--- src/rtl/clock_time_counter.sv ---
// BCD time-of-day counter with RUN / SET_HR / SET_MIN setting FSM.
// Define HOUR12_EN for 12-hour operation with a PM indicator; 24-hour otherwise.
module clock_time_counter (
  input  logic       clk,
  input  logic       clr,
  input  logic       sec,
  input  logic       mode_btn,
  input  logic       inc_btn,
  output logic [3:0] hr_t,
  output logic [3:0] hr_u,
  output logic [3:0] min_t,
  output logic [3:0] min_u,
  output logic [3:0] sec_t,
  output logic [3:0] sec_u,
  output logic [1:0] mode,
  output logic       day,
  output logic       pm
);

  typedef enum logic [1:0] {
    RUN     = 2'b00,
    SET_HR  = 2'b01,
    SET_MIN = 2'b10
  } state_t;

`ifdef HOUR12_EN
  localparam logic [7:0] HR_RST = 8'h12;
`else
  localparam logic [7:0] HR_RST = 8'h00;
`endif

  state_t     r_state;
  logic [7:0] r_hr;
  logic [7:0] r_min;
  logic [7:0] r_sec;
  logic       r_day;
  logic       r_pm;
  logic       r_sec_p;
  logic       r_mode_p;
  logic       r_inc_p;

  logic       w_tick;
  logic       w_mode;
  logic       w_inc;
  logic       w_hr_carry;
  logic [7:0] w_tk_sec;
  logic [7:0] w_tk_min;
  logic [7:0] w_tk_hr;
  logic       w_tk_pm_tog;
  logic       w_tk_day;
  logic       w_inc_pm_tog;

  // BCD 00..59 increment with wrap
  function automatic logic [7:0] inc60(input logic [7:0] v);
    if (v[3:0] == 4'd9) return (v[7:4] == 4'd5) ? 8'h00 : {v[7:4] + 4'd1, 4'd0};
    return {v[7:4], v[3:0] + 4'd1};
  endfunction

  function automatic logic [7:0] inc_hr(input logic [7:0] v);
`ifdef HOUR12_EN
    if (v == 8'h12) return 8'h01;
`else
    if (v == 8'h23) return 8'h00;
`endif
    if (v[3:0] == 4'd9) return {v[7:4] + 4'd1, 4'd0};
    return {v[7:4], v[3:0] + 4'd1};
  endfunction

  assign w_tick = sec & ~r_sec_p;
  assign w_mode = mode_btn & ~r_mode_p;
  assign w_inc  = inc_btn & ~r_inc_p;

  // Time after one running second, with carries
  assign w_hr_carry = (r_sec == 8'h59) & (r_min == 8'h59);
  assign w_tk_sec   = inc60(r_sec);
  assign w_tk_min   = (r_sec == 8'h59) ? inc60(r_min) : r_min;
  assign w_tk_hr    = w_hr_carry ? inc_hr(r_hr) : r_hr;

`ifdef HOUR12_EN
  assign w_tk_pm_tog  = w_hr_carry & (r_hr == 8'h11);
  assign w_tk_day     = w_tk_pm_tog & r_pm;
  assign w_inc_pm_tog = (r_hr == 8'h11);
`else
  assign w_tk_pm_tog  = 1'b0;
  assign w_tk_day     = w_hr_carry & (r_hr == 8'h23);
  assign w_inc_pm_tog = 1'b0;
`endif

  always_ff @(posedge clk) begin
    if (clr) begin
      r_state  <= RUN;
      r_hr     <= HR_RST;
      r_min    <= 8'h00;
      r_sec    <= 8'h00;
      r_day    <= 1'b0;
      r_pm     <= 1'b0;
      r_sec_p  <= 1'b0;
      r_mode_p <= 1'b0;
      r_inc_p  <= 1'b0;
    end else begin
      r_sec_p  <= sec;
      r_mode_p <= mode_btn;
      r_inc_p  <= inc_btn;
      r_day    <= 1'b0;
      case (r_state)
        RUN: begin
          if (w_tick) begin
            r_sec <= w_tk_sec;
            r_min <= w_tk_min;
            r_hr  <= w_tk_hr;
            r_day <= w_tk_day;
            if (w_tk_pm_tog) r_pm <= ~r_pm;
          end
          // Mode wins the seconds field: tick carries land, seconds restart at 00
          if (w_mode) begin
            r_state <= SET_HR;
            r_sec   <= 8'h00;
          end
        end
        SET_HR: begin
          if (w_mode) begin
            r_state <= SET_MIN;
          end else if (w_inc) begin
            r_hr <= inc_hr(r_hr);
            if (w_inc_pm_tog) r_pm <= ~r_pm;
          end
        end
        SET_MIN: begin
          if (w_mode) begin
            r_state <= RUN;
          end else if (w_inc) begin
            r_min <= inc60(r_min);
          end
        end
        default: r_state <= RUN;
      endcase
    end
  end

  assign hr_t  = r_hr[7:4];
  assign hr_u  = r_hr[3:0];
  assign min_t = r_min[7:4];
  assign min_u = r_min[3:0];
  assign sec_t = r_sec[7:4];
  assign sec_u = r_sec[3:0];
  assign mode  = r_state;
  assign day   = r_day;
  assign pm    = r_pm;

endmodule

--- config.mk ---
export PLATFORM = sky130hd
export DESIGN_NAME = clock_time_counter
export DESIGN_NICKNAME = d
export VERILOG_FILES = /design/src/rtl/clock_time_counter.sv
export SDC_FILE = /design/constraint.sdc
export NUM_CORES = 1
export LEC_CHECK = 0
export BUFFER_PORTS_ARGS = -buffer_cell sky130_fd_sc_hd__buf_2
export CORE_UTILIZATION = 45
export DETAILED_ROUTE_END_ITERATION = 8
export PLACE_DENSITY_LB_ADDON = 0.3
export SETUP_SLACK_MARGIN = 0.02
export SYNTH_ARGS = -nofsm -noshare
export SYNTH_HDL_FRONTEND = slang
export SYNTH_SLANG_ARGS = --single-unit
--- constraint.sdc ---
create_clock -name clk -period 2.1 [get_ports clk]
set_input_delay 0.21 -clock clk [delete_from_list [all_inputs] [get_ports clk]]
set_output_delay 0.21 -clock clk [all_outputs]
set_load 0.05 [all_outputs]
==> impl_metrics.csv <==
group,metric,value,unit
logic_synthesis,synth.most_common_cell,"dfxtp_1",
logic_synthesis,ys_seq_area_frac,0.348,
worst_hold_path,hp-start,"mode_btn",
finish,stdcell_area,2150,µm²
timing,slew_headroom,0.650,
detailed_routing,wl_per_cell,13.9,µm
die,die_x,63.9,µm
worst_setup_path,cp-start-kind,"flop",
worst_setup_path,worst-setup-path-type,"flop to flop",
finish,drive_above_1_share,0.316,
detailed_routing,postRouteWirelength,4.05,mm
worst_setup_path,required,2.26,ns
timing,fin_crit_sh,0.971,
logic_synthesis,synth_area_per_cell,8.71,µm²
timing,rsz0062_at_grt,"no",
finish,syn2layout_area_growth,24.7,%
timing,finClkSkew,0.00524,ns
worst_setup_path,crit_fanout,5,
detailed_routing,drtPass1Iterations,5,
logic_synthesis,syn-cell-area,1720,µm²
finish,layout.nets,256,
logic_synthesis,async_flop_share,0,
detailed_routing,drt-initial-drc-count,57,
detailed_routing,via_per_inst,5.66,
die,io_pins,33,
die,dieArea,4080,µm²
global_routing,grt_pass1_wl,6.98,mm
timing,min_period,2.04,ns
worst_setup_path,regToRegSetupSlack,0.06,ns
clocking,htreeDepth,2,
worst_hold_path,worst_hold_path_type,"input port to flop",
detailed_routing,vias,1654,
placement,hpwl,2.89,mm
die,fp.coreArea,3660,µm²
flow_run,maxCapViolCount,0,
detailed_routing,postRouteAntennaNets,0,
worst_setup_path,critPathArrivalTime,2.20,ns
global_routing,antenna_found_initial,0,
status,status,"completed",
placement,place_area,2030,µm²
timing,hold_violations,0,
global_routing,grt_pass1_vias,1537,
power,leakage,0.000907,µW
logic_synthesis,ys_top_cells_by_count,"dfxtp_1, nor2_1, nor3_1",
worst_setup_path,worst_setup_path_end_kind,"flop",
worst_hold_path,hold_end,"r_mode_p",
power,power_density,593,nW/µm²
timing,setup_viol,0,
global_routing,global_route.usage.total,0.216,
global_routing,grt_max_degree,22,
logic_synthesis,synth-seq-cells,30,
finish,fill_cells,345,
clocking,numCtsBuffers,5,
finish,antenna-diode-count,0,
worst_setup_path,r2r-start,"r_hr[4]",
global_routing,gr-total-overflow,0,
clocking,clk_path_buf_depth,2,
timing,slew_violations,0,
clocking,cts_tree,"done",
die,fp.dieH,63.9,µm
finish,postLayoutCoreUtil,0.587,
power,finalPower,1270,µW
worst_hold_path,holdPathStages,2,
worst_setup_path,r2r_cells,6,
placement,port_buffers,31,
placement,place.gp.congestion,0.809,
die,rows,22,
clocking,clkSinkCount,30,
timing,worstMarginPinSlew,0.520,ns
power,vdd_ir_drop_max,0.324,mV
logic_synthesis,synth_top_cell_by_area,"dfxtp_1",
clocking,root_buffer,"clkbuf_8",
die,start_util,0.471,
timing,finalSetupTns,0,ns
worst_setup_path,setup.worst_path.start,"r_hr[4]",
logic_synthesis,synth-edff-count,0,
logic_synthesis,synthCells,198,
clocking,clk_pin_slew_worst_paths,0.06,ns
logic_synthesis,synthTopCellsByArea,"dfxtp_1, ha_1, nor2b_1, nor3_1, nand3b_1",
logic_synthesis,syn_nets,211,
clocking,clk_latency,0.28,ns
logic_synthesis,synth_top_area_frac,0.348,
worst_setup_path,r2r_end,"r_hr[3]",
logic_synthesis,synthFlopType,"dfxtp_1",
timing,fmax,491,MHz
logic_synthesis,synth_warnings,0,
detailed_routing,drcViolationCount,0,
logic_synthesis,synth.distinct_cells,52,
==> cell families (layout without fill, tap and decap cells) <==
family | count (synthesis) | in the layout | synth area share
flip-flops | 30 | 30 | 0.348
AO/OA/AOI/OAI | 50 | 50 | 0.208
buffers and inverters | 18 | 64 | 0.0428
XOR/XNOR | 3 | 3 | 0.0152
AND/OR/NAND/NOR | 86 | 86 | 0.313
multiplexers | 2 | 2 | 0.0131
other | 1 | 1 | 0.00217
adder cells (fa/ha/maj) | 8 | 8 | 0.0581
==> area by class of cell <==
| cell class | instances | area, µm² | share of cell area |
|---|---|---|---|
| repair buffers | 46 | 268 | 0.125 |
| inverters | 10 | 37.5 | 0.0175 |
| clock buffers | 8 | 90.1 | 0.0419 |
| well taps | 48 | 60.1 | 0.0279 |
| flip-flops and latches | 30 | 642 | 0.299 |
| multi-input cells | 150 | 1050 | 0.490 |
==> registers in the layout, indices dropped and copies added, names as in the netlist <==
register / count
day: 1
mode: 2
r_hr: 8
r_inc_p: 1
r_min: 8
r_mode_p: 1
r_sec: 8
r_sec_p: 1
==> critical path, stage by stage, from the launching register on <==
cell and delay (ns):
dfxtp_4 0.35, inv_1 0.05, ha_1 0.13, or4b_4 0.47, and3_1 0.15, or4_1 0.52
a32o_2 0.25
==> through the flow <==
step	cells	hold WS (ns)	worst slack, ns
after CTS	289	0.175	0.0451
after floorplan	198	0.338	0.0211
final	292	0.176	0.0618
after detailed placement	281	0.459	0.0631
after global routing	292	0.178	0.0232
after global placement	281	0.450	0.0848
==> layout by cell type (no fill, tap or decap), drive strengths merged, types with 7 or more instances in the layout <==
cell	n
inv	10
ha	8
dfxtp	30
nand3b	7
nor2b	9
o21ai	10
clkbuf	8
buf	46
and3	8
nor2	12
nor3	11
nand3	8
a21oi	10
==> how the worst max path moves through the flow <==
stage,endpoint,cells past startpoint
CTS,r_hr[3],6
finish,r_hr[3],6
floorplan,r_hr[3],4
global route,r_hr[3],6
detailed placement,r_hr[3],6
global placement,r_hr[3],6
==> where the power goes <==
part	leakage (µW)	switching (µW)	internal, µW
Clock	0.0000455	208	267
Sequential	0.000255	24.3	581
Combinational	0.000607	128	66.6
Total	0.000907	360	914
==> layer usage <==
layer | vias to the layer above | routed length (µm) | GRT usage
li1 | 837 | - | -
met1 | 770 | 1990 | 0.281
met2 | 45 | 1860 | 0.347
met3 | 2 | 187 | 0.0589
met4 | 0 | 19 | 0.0625
met5 | - | 0 | 0
==> timing repair <==
action / CTS / global route
setup endpoints to repair: 0 / 1
hold endpoints to repair: 0 / 0
hold buffers: 0 / 0
buffers inserted: 0 / 3
gates resized for setup: 0 / 1
Power figures use the tool's default switching activity.
